**config.mk**
```make
export PLATFORM = sky130hd
export DESIGN_NAME = vga_timing_ctrl
export DESIGN_NICKNAME = d
export VERILOG_FILES = /design/src/rtl/vga_pkg.sv /design/src/rtl/pix_tick_gen.sv /design/src/rtl/vga_timing_ctrl.sv
export SDC_FILE = /design/constraint.sdc
export NUM_CORES = 1
export LEC_CHECK = 0
export CORE_AREA = 4 4 57 59
export CTS_CLUSTER_DIAMETER = 100
export DETAILED_ROUTE_END_ITERATION = 12
export DIE_AREA = 0 0 61 63
export PLACE_DENSITY = 0.76
export SLEW_MARGIN = 20
export SYNTH_ARGS = -nofsm -noshare
export SYNTH_HDL_FRONTEND = slang
export SYNTH_SLANG_ARGS = --single-unit
```
**constraint.sdc**
```tcl
create_clock -name clk -period 2.4 [get_ports clk]
set_input_delay 0.24 -clock clk [delete_from_list [all_inputs] [get_ports clk]]
set_output_delay 0.24 -clock clk [all_outputs]
set_load 0.005 [all_outputs]
```
**src/rtl/vga_pkg.sv**
```systemverilog
// Shared VGA timing constants, update-FSM state type and a divider width helper.
package vga_pkg;

   localparam int HD = 640;
   localparam int HF = 16;
   localparam int HR = 96;
   localparam int HB = 48;
   localparam int VD = 480;
   localparam int VF = 10;
   localparam int VR = 2;
   localparam int VB = 33;
   localparam int HT = HD + HF + HR + HB;
   localparam int VT = VD + VF + VR + VB;

   typedef enum logic [1:0] {
      IDLE = 2'd0,
      REQ  = 2'd1,
      DONE = 2'd2
   } upd_state_t;

   // A divide-by-1 still needs a one-bit counter so the port widths stay legal.
   function automatic int div_width(input int n);
      return (n > 1) ? $clog2(n) : 1;
   endfunction

endpackage

```
**src/rtl/pix_tick_gen.sv**
```systemverilog
// Pixel-rate divider: one-clk pixel_tick every CLK_DIV enabled system clocks.
module pix_tick_gen
   import vga_pkg::*;
#(
   parameter int CLK_DIV = 4
) (
   input  logic clk,
   input  logic rst_n,
   input  logic en,
   output logic pixel_tick
);

   localparam int            DW      = div_width(CLK_DIV);
   localparam logic [DW-1:0] DIV_MAX = DW'(CLK_DIV - 1);

   logic [DW-1:0] div_q;
   logic [DW-1:0] div_d;

   always_comb begin
      // NOTE: default first so every path assigns div_d and no latch is inferred.
      div_d = div_q;
      if (en) begin
         div_d = (div_q == DIV_MAX) ? '0 : div_q + 1'b1;
      end
   end

   // NOTE: sequential state uses non-blocking assignment with an async active-low reset.
   always_ff @(posedge clk or negedge rst_n) begin
      if (!rst_n) begin
         div_q <= '0;
      end else begin
         div_q <= div_d;
      end
   end

   // Gated with rst_n so a divide-by-1 stays quiet while reset is held.
   assign pixel_tick = rst_n & en & (div_q == DIV_MAX);

endmodule

```
**src/rtl/vga_timing_ctrl.sv**
```systemverilog
// VGA scan counters plus the vblank game-update request sequencer.
module vga_timing_ctrl
   import vga_pkg::*;
#(
   parameter int CLK_DIV = 4,
   parameter int HD      = vga_pkg::HD,
   parameter int HF      = vga_pkg::HF,
   parameter int HR      = vga_pkg::HR,
   parameter int HB      = vga_pkg::HB,
   parameter int VD      = vga_pkg::VD,
   parameter int VF      = vga_pkg::VF,
   parameter int VR      = vga_pkg::VR,
   parameter int VB      = vga_pkg::VB
) (
   input  logic       clk,
   input  logic       rst_n,
   input  logic       en,
   output logic [9:0] h_count,
   output logic [9:0] v_count,
   output logic       pixel_tick,
   output logic       line_end,
   output logic       frame_end,
   output logic       vblank,
   output logic       upd_req,
   input  logic       upd_ack,
   output logic       overrun,
   input  logic       overrun_clr
);

   localparam int         H_TOTAL = HD + HF + HR + HB;
   localparam int         V_TOTAL = VD + VF + VR + VB;
   localparam logic [9:0] H_LAST  = 10'(H_TOTAL - 1);
   localparam logic [9:0] V_LAST  = 10'(V_TOTAL - 1);
   localparam logic [9:0] V_DISP  = 10'(VD);
   localparam logic [9:0] V_PRE   = 10'(VD - 1);

   logic [9:0] h_count_q, h_count_d;
   logic [9:0] v_count_q, v_count_d;
   upd_state_t state_q, state_d;
   logic       overrun_q, overrun_d;
   logic       req_start;
   logic       ovr_set;

   pix_tick_gen #(.CLK_DIV(CLK_DIV)) u_pix_tick_gen (
      .clk        (clk),
      .rst_n      (rst_n),
      .en         (en),
      .pixel_tick (pixel_tick)
   );

   always_comb begin
      h_count_d = h_count_q;
      v_count_d = v_count_q;
      if (pixel_tick) begin
         if (h_count_q == H_LAST) begin
            h_count_d = '0;
            v_count_d = (v_count_q == V_LAST) ? '0 : v_count_q + 10'd1;
         end else begin
            h_count_d = h_count_q + 10'd1;
         end
      end
   end

   always_ff @(posedge clk or negedge rst_n) begin
      if (!rst_n) begin
         h_count_q <= '0;
         v_count_q <= '0;
         state_q   <= IDLE;
         overrun_q <= 1'b0;
      end else begin
         h_count_q <= h_count_d;
         v_count_q <= v_count_d;
         state_q   <= state_d;
         overrun_q <= overrun_d;
      end
   end

   assign line_end  = pixel_tick & (h_count_q == H_LAST);
   assign frame_end = line_end & (v_count_q == V_LAST);
   assign vblank    = (v_count_q >= V_DISP);
   assign req_start = line_end & (v_count_q == V_PRE);

   // An ack arriving with frame_end still counts as served.
   always_comb begin
      state_d = state_q;
      unique case (state_q)
         IDLE:    if (req_start) state_d = REQ;
         REQ:     if (upd_ack) state_d = DONE;
                  else if (frame_end) state_d = IDLE;
         DONE:    if (frame_end) state_d = IDLE;
         default: state_d = IDLE;
      endcase
   end

   // A new miss beats a simultaneous clear so no overrun is lost.
   always_comb begin
      upd_req   = (state_q == REQ);
      ovr_set   = (state_q == REQ) & frame_end & ~upd_ack;
      overrun_d = overrun_q;
      if (ovr_set) begin
         overrun_d = 1'b1;
      end else if (overrun_clr) begin
         overrun_d = 1'b0;
      end
   end

   assign h_count = h_count_q;
   assign v_count = v_count_q;
   assign overrun = overrun_q;

endmodule

```
# Yosys cells after proc, flatten, opt, wreduce, memory -nomap -nowiden
# Cells that the tools add are included.
# word_totals
wordCells	36
rom_bits	0
mem_count	0
out_inout_bits	26
mem_bits_rw	0
latchBits	0
register_bits	25
input_bits	5
# classes
bitwise	8
mux	9
div_mod_pow	0
n_reduce_logical	3
n_eq_ne	7
mul	0
addsub	3
shifts	0
n_lt_le_gt_ge	1
# ops
op	count
10-bit by 1-bit adder with 10-bit output, second input constant	2
10-bit equality test, second input constant	2
10-bit 2-to-1 mux	2
10-bit by 9-bit equality test with 1-bit output, second input constant	1
10-bit by 9-bit >= comparator with 1-bit output, second input constant	1
2-bit 2-to-1 mux	4
1-bit AND	7
2-bit case mux with 3 select lines	1
2-bit equality test, second input constant	2
2-bit by 1-bit adder with 2-bit output, second input constant	1
2-bit by 1-bit equality test with 1-bit output, second input constant	1
2-bit zero test	1
1-bit 2-to-1 mux	2
2-bit inequality test, second input constant	1
2-bit AND reduction	1
2-bit nonzero test	1
1-bit inverter	1

# Logic depth before layout (Yosys ltp)
# depth
depth_word	7
depth_mapped	7
mapped_depth_nobuf	7

# Modules after synthesis
# Synthesis repeated with hierarchy kept, for this count alone.
# unflattened
cells_unflattened	123
area_unflattened_um2	1287.5
# by_module_without_submodules
mod	area_each_um2	seq_area_each_um2	n_inst	cells_per_inst
vga_timing_ctrl	1191.1	575.6	1	116
pix_tick_gen	96.3	50.0	1	7

# Least setup slack after synthesis
# OpenSTA, ideal clock, no wires.
# synth_timing
path_kind	register -> register
startpoint	register h_count_q[0] (netlist: h_count[0])
endpoint	register v_count_q[6] (netlist: v_count[6])
stages_incl_launch_ff	6
required_ps	2275
setup_ps	125
path_buffers	0
t_arrival_ps	1599
setup_slack_ps	676
period_less_slack_ps	1724
path_cell_list	dfrtp_1 ha_1 and4_4 nand4_4 or3_2 xnor2_1
# synth_via
elab_chain_len	2
# synth_lines
element	line_no	text
from (decl)	vga_timing_ctrl.sv:37	logic [9:0] h_count_q, h_count_d;
from (signal assigned)	vga_timing_ctrl.sv:71	h_count_q <= h_count_d;
10-bit equality test	vga_timing_ctrl.sv:55	if (h_count_q == H_LAST) begin
2-bit AND reduction (no line)	-	
to (signal assigned)	vga_timing_ctrl.sv:72	v_count_q <= v_count_d;
to (decl)	vga_timing_ctrl.sv:38	logic [9:0] v_count_q, v_count_d;
# Every way passes these cells.
# A chain may end at the register's enable or synchronous reset.

# Final worst setup path
# layout_timing
startpoint	register h_count_q[1] (netlist: h_count[1])
endpoint	output port frame_end
# layout_via
elab_chain_len	3
# layout_lines
element	line_no	text
10-bit equality test	vga_timing_ctrl.sv:78	assign line_end = pixel_tick & (h_count_q == H_LAST);
1-bit AND	vga_timing_ctrl.sv:78	
1-bit AND	vga_timing_ctrl.sv:79	assign frame_end = line_end & (v_count_q == V_LAST);
to (decl)	vga_timing_ctrl.sv:22	output logic frame_end,
# Every way passes these cells.

==> metrics list <==
* Via density: 5.61
* Achievable Freq: ~430 MHz
- Fraction of power spent switching nets: 27.6%
- The flow ran to the end, and the final reports show no timing, DRC or antenna violations.
* Fin area: between 1500 and 2000 um^2
- 31 I/O pins were placed.
- In this run the number of H-tree levels came out at 1.
- Global-route usage over all layers: 16.3%
- Summed over all instances, the cell type with the most area after synthesis is dfrtp_1.
- Relative slew slack: 64.8%
- Dpl cell area: around 1700 um^2
- By instance count, the leading cell after synthesis is dfrtp_1.
- For this design the ratio of total power to cell area is roughly 530 nW/um^2.
- Biggest area contributors in the synthesized netlist: dfrtp_1 49%, nand3_1 5.1%, xnor2_1 4.8%, ha_1 3.9%, nand2_1 2.9%
- On the worst path, the slowest cell contributes a delay of 0.53 ns.
- Synth Warn #: 0
- Combinational fraction of design power: 24.7%
* TritonCTS clock tree: done
* Class of the tightest hold or removal check: in2async
* Final hold violation count: 0
- Of all nets on the critical path, the largest fanout is 5.
* Number of clock sinks seen by CTS: 25
- Vias after detailed routing: 1128
- Gate Count Post-Synth: about 130
- Synth-to-Final Area Change: 35.9%
- For this configuration, the core starts out at a cell density of 47.4%.
- Placed Cells: 190
- The die covers between 3000 and 4000 um^2.
- At the end of routability-driven placement, the weighted congestion stood at 0.859.
- Number of standard cells in the layout, taps in and fillers out: 201
- Buffers inserted to repair hold after CTS numbered 0.
- The pre-antenna-repair detailed-routing pass consisted of 4 iterations.
- Worst setup startpoint: h_count[1]
* Origin of the critical flop-to-flop path: h_count[1]
* NetSw: 255 uW
- Total of flip-flops plus latches after synthesis: 25
- Final-stage net count: 180
- End point of the critical path: frame_end
* Launching element type of the critical path: flip-flop
- The clock arrives with 0.00928 ns of skew.
* Buffer cell driving the clock tree root: clkbuf_4
* Internal Dissipation: 669 uW
- After layout, the worst path uses 96.1% of the clock period.
* Post-synth top cells: 25 x dfrtp_1, 13 x nand3_1, 10 x nand2_1
- For this design the static power due to leakage is 0.000767 uW.
- The cell area that synthesis handed to floorplanning was 1280 um^2.
* Final setup violation count: 0
- The die is 63 um tall.
- The floorplan step defined a core boundary enclosing 2710 um^2.
- Synthesized area divided by synthesized cell count: 10.3 um^2
- The clock passes through at most 2 buffers.
- Req. time, crit path: 2.16 ns
- Port Buffer Count: 30
* Layout Utilization: 64.5%
* Final wirelength: ~3 mm
* Iteration-0 DRC Markers: 66
* Post-detailed-route count of antenna-violating nets: 0
- The initial antenna violation count is 0.
- The final max-slew violation count came to 0.
* Worst IR Drop VDD: 0.392 mV
* Predominant post-synthesis flop cell: dfrtp_1
* Register clock-pin slew on the reported worst setup and hold paths: 0.14 ns
- Number of enable-type register cells in the synthesized netlist: 0
- Number of inserted diodes: 0
* Number of different library cells in the post-synthesis netlist: 34
- The clock period could shrink to between 2 and 2.5 ns.
- Critical register-to-register path endpoint: v_count[6]
- Synth async-reset ratio: 100%
- Worst-margin pin slew: approximately 0.52 ns
- Top-area cell type share of the netlist area: 48.7%
- Worst Path Class, Setup: reg2out
- Buffers inserted during clock tree synthesis total 3.
* Cell chain of the critical path: ha_2, and4_4, nand4_4, nor2_2, clkdlybuf4s50_1
- Reg power frac: between 50% and 60%
- Final-layout worst hold slack: between 0.3 and 0.4 ns
- For the worst flop-to-flop path, the logic depth is 6.
- Setup slack on the worst reg-to-reg path comes out at roughly 0.44 ns.
- Number of max-capacitance violations reported: 0
- GRT Residual Overflow: 0
- First-pass GRT wire length: 4.86 mm
- Crit path arrival time: about 2.1 ns
- Synthesis produced a netlist with a net count of 134.
- In the final routed layout, each cell accounts on average for between 15 and 20 um.
- Entering global routing, the biggest net connects 26 pins.
- Fraction of final layout cells sized beyond drive strength 1: 18.2%
- CP Capture Type: output pin
- The initialized floorplan defines 19 standard-cell rows.
- Summing the sequential cell areas from Yosys gives 48.7% of the chip area.
- The later pin in the worst-skew pair is clocked with a latency of 0.32 ns.
- For this design, the slowest cell found on the critical path is clkdlybuf4s50_1.
- Detailed placement ended at an HPWL of approximately 2.2 mm.
* Remaining design rule violation count: 0
* Number of global-route vias before repair: 1109
- Horizontal extent of the die: 61 um
* Clk network pwr share: 20.3%
* Final setup TNS: 0 ns
-- state kept, by name (all words and copies together), names as in the netlist --
register              flops
v_count                  10
state_q                   2
overrun                   1
h_count                  10
u_pix_tick_gen.div_q      2
-- layout make-up --
| type | count | area [um^2] |
|---|---|---|
| flip-flops and latches | 25 | 629 |
| repair buffers | 42 | 390 |
| fillers | 259 | 963 |
| clock buffers | 4 | 26.3 |
| inverters | 9 | 36.3 |
| well taps | 31 | 38.8 |
| multi-input cells | 90 | 626 |
-- layer usage --
metal	wire length, um	global-route usage [%]	vias to the layer above
met5	0	0	-
met1	1320	21.1	540
met2	1500	25.1	41
li1	-	-	537
met4	72	7.86	0
met3	168	3.72	10
-- timing repair --
item | in CTS | in global routing
pin swaps | 0 | 1
cloned | 0 | 0
setup buffers | 0 | 7
gates resized for setup | 1 | 6
setup endpoints to repair | 1 | 1
-- power groups by stage --
| stage | Combinational (uW) | Sequential, uW | Clock (uW) |
|---|---|---|---|
| 2_1_floorplan | 84.4 | 508 | 0 |
| 3_3_place_gp | 161 | 511 | 0 |
| 3_5_place_dp | 172 | 516 | 0 |
| 4_1_cts | 173 | 510 | 196 |
| 5_1_grt | 261 | 513 | 212 |
| 6_report | 229 | 508 | 187 |
-- worst max-delay path, delay by kind of cell (launching register included) --
family | cells | cell delay [ns]
flip-flops | 1 | 0.44
adder cells (fa/ha/maj) | 1 | 0.23
buffers and inverters | 1 | 0.53
AND/OR/NAND/NOR | 3 | 0.56
-- worst min-delay path by stage --
| stage | endpoint | slack [ns] | cells past startpoint |
|---|---|---|---|
| detailed placement | h_count[9] | 0.50 | 1 |
| global placement | u_pix_tick_gen.div_q[1] | 0.49 | 1 |
| global route | h_count[6] | 0.35 | 2 |
| finish | h_count[6] | 0.32 | 2 |
| floorplan | h_count[0] | -0.06 | 0 |
| CTS | v_count[5] | 0.33 | 2 |
-- placed cells by master, fill, tap and decap left out, types with 2 or more instances in the layout --
cell,instances
a21o_1,2
a21oi_1,5
and2_1,2
and3_1,2
buf_4,12
clkbuf_4,3
clkdlybuf4s50_1,30
dfrtp_1,22
dfrtp_2,3
ha_1,3
inv_1,7
mux2_2,2
mux2i_1,2
nand2_1,10
nand3_1,13
nand4_1,5
nor2_1,4
nor2b_1,2
nor3_1,2
nor4_1,4
o21ai_0,6
or3_2,3
xnor2_1,7
xor2_1,3
-- cells by family after synthesis --
logic type               share of synthesized area, %
adder cells (fa/ha/maj)                          3.89
flip-flops                                       48.7
buffers and inverters                            3.51
multiplexers                                     3.31
AO/OA/AOI/OAI                                    8.08
XOR/XNOR                                         6.82
AND/OR/NAND/NOR                                  25.7
-- stage by stage --
step	setup WS [ns]	power [uW]
final	0.0944	924
after global placement	0.290	672
after detailed placement	0.206	689
after CTS	0.0208	879
after floorplan	0.676	593
after global routing	-0.0160	986
(Power assumes the default switching activity.)
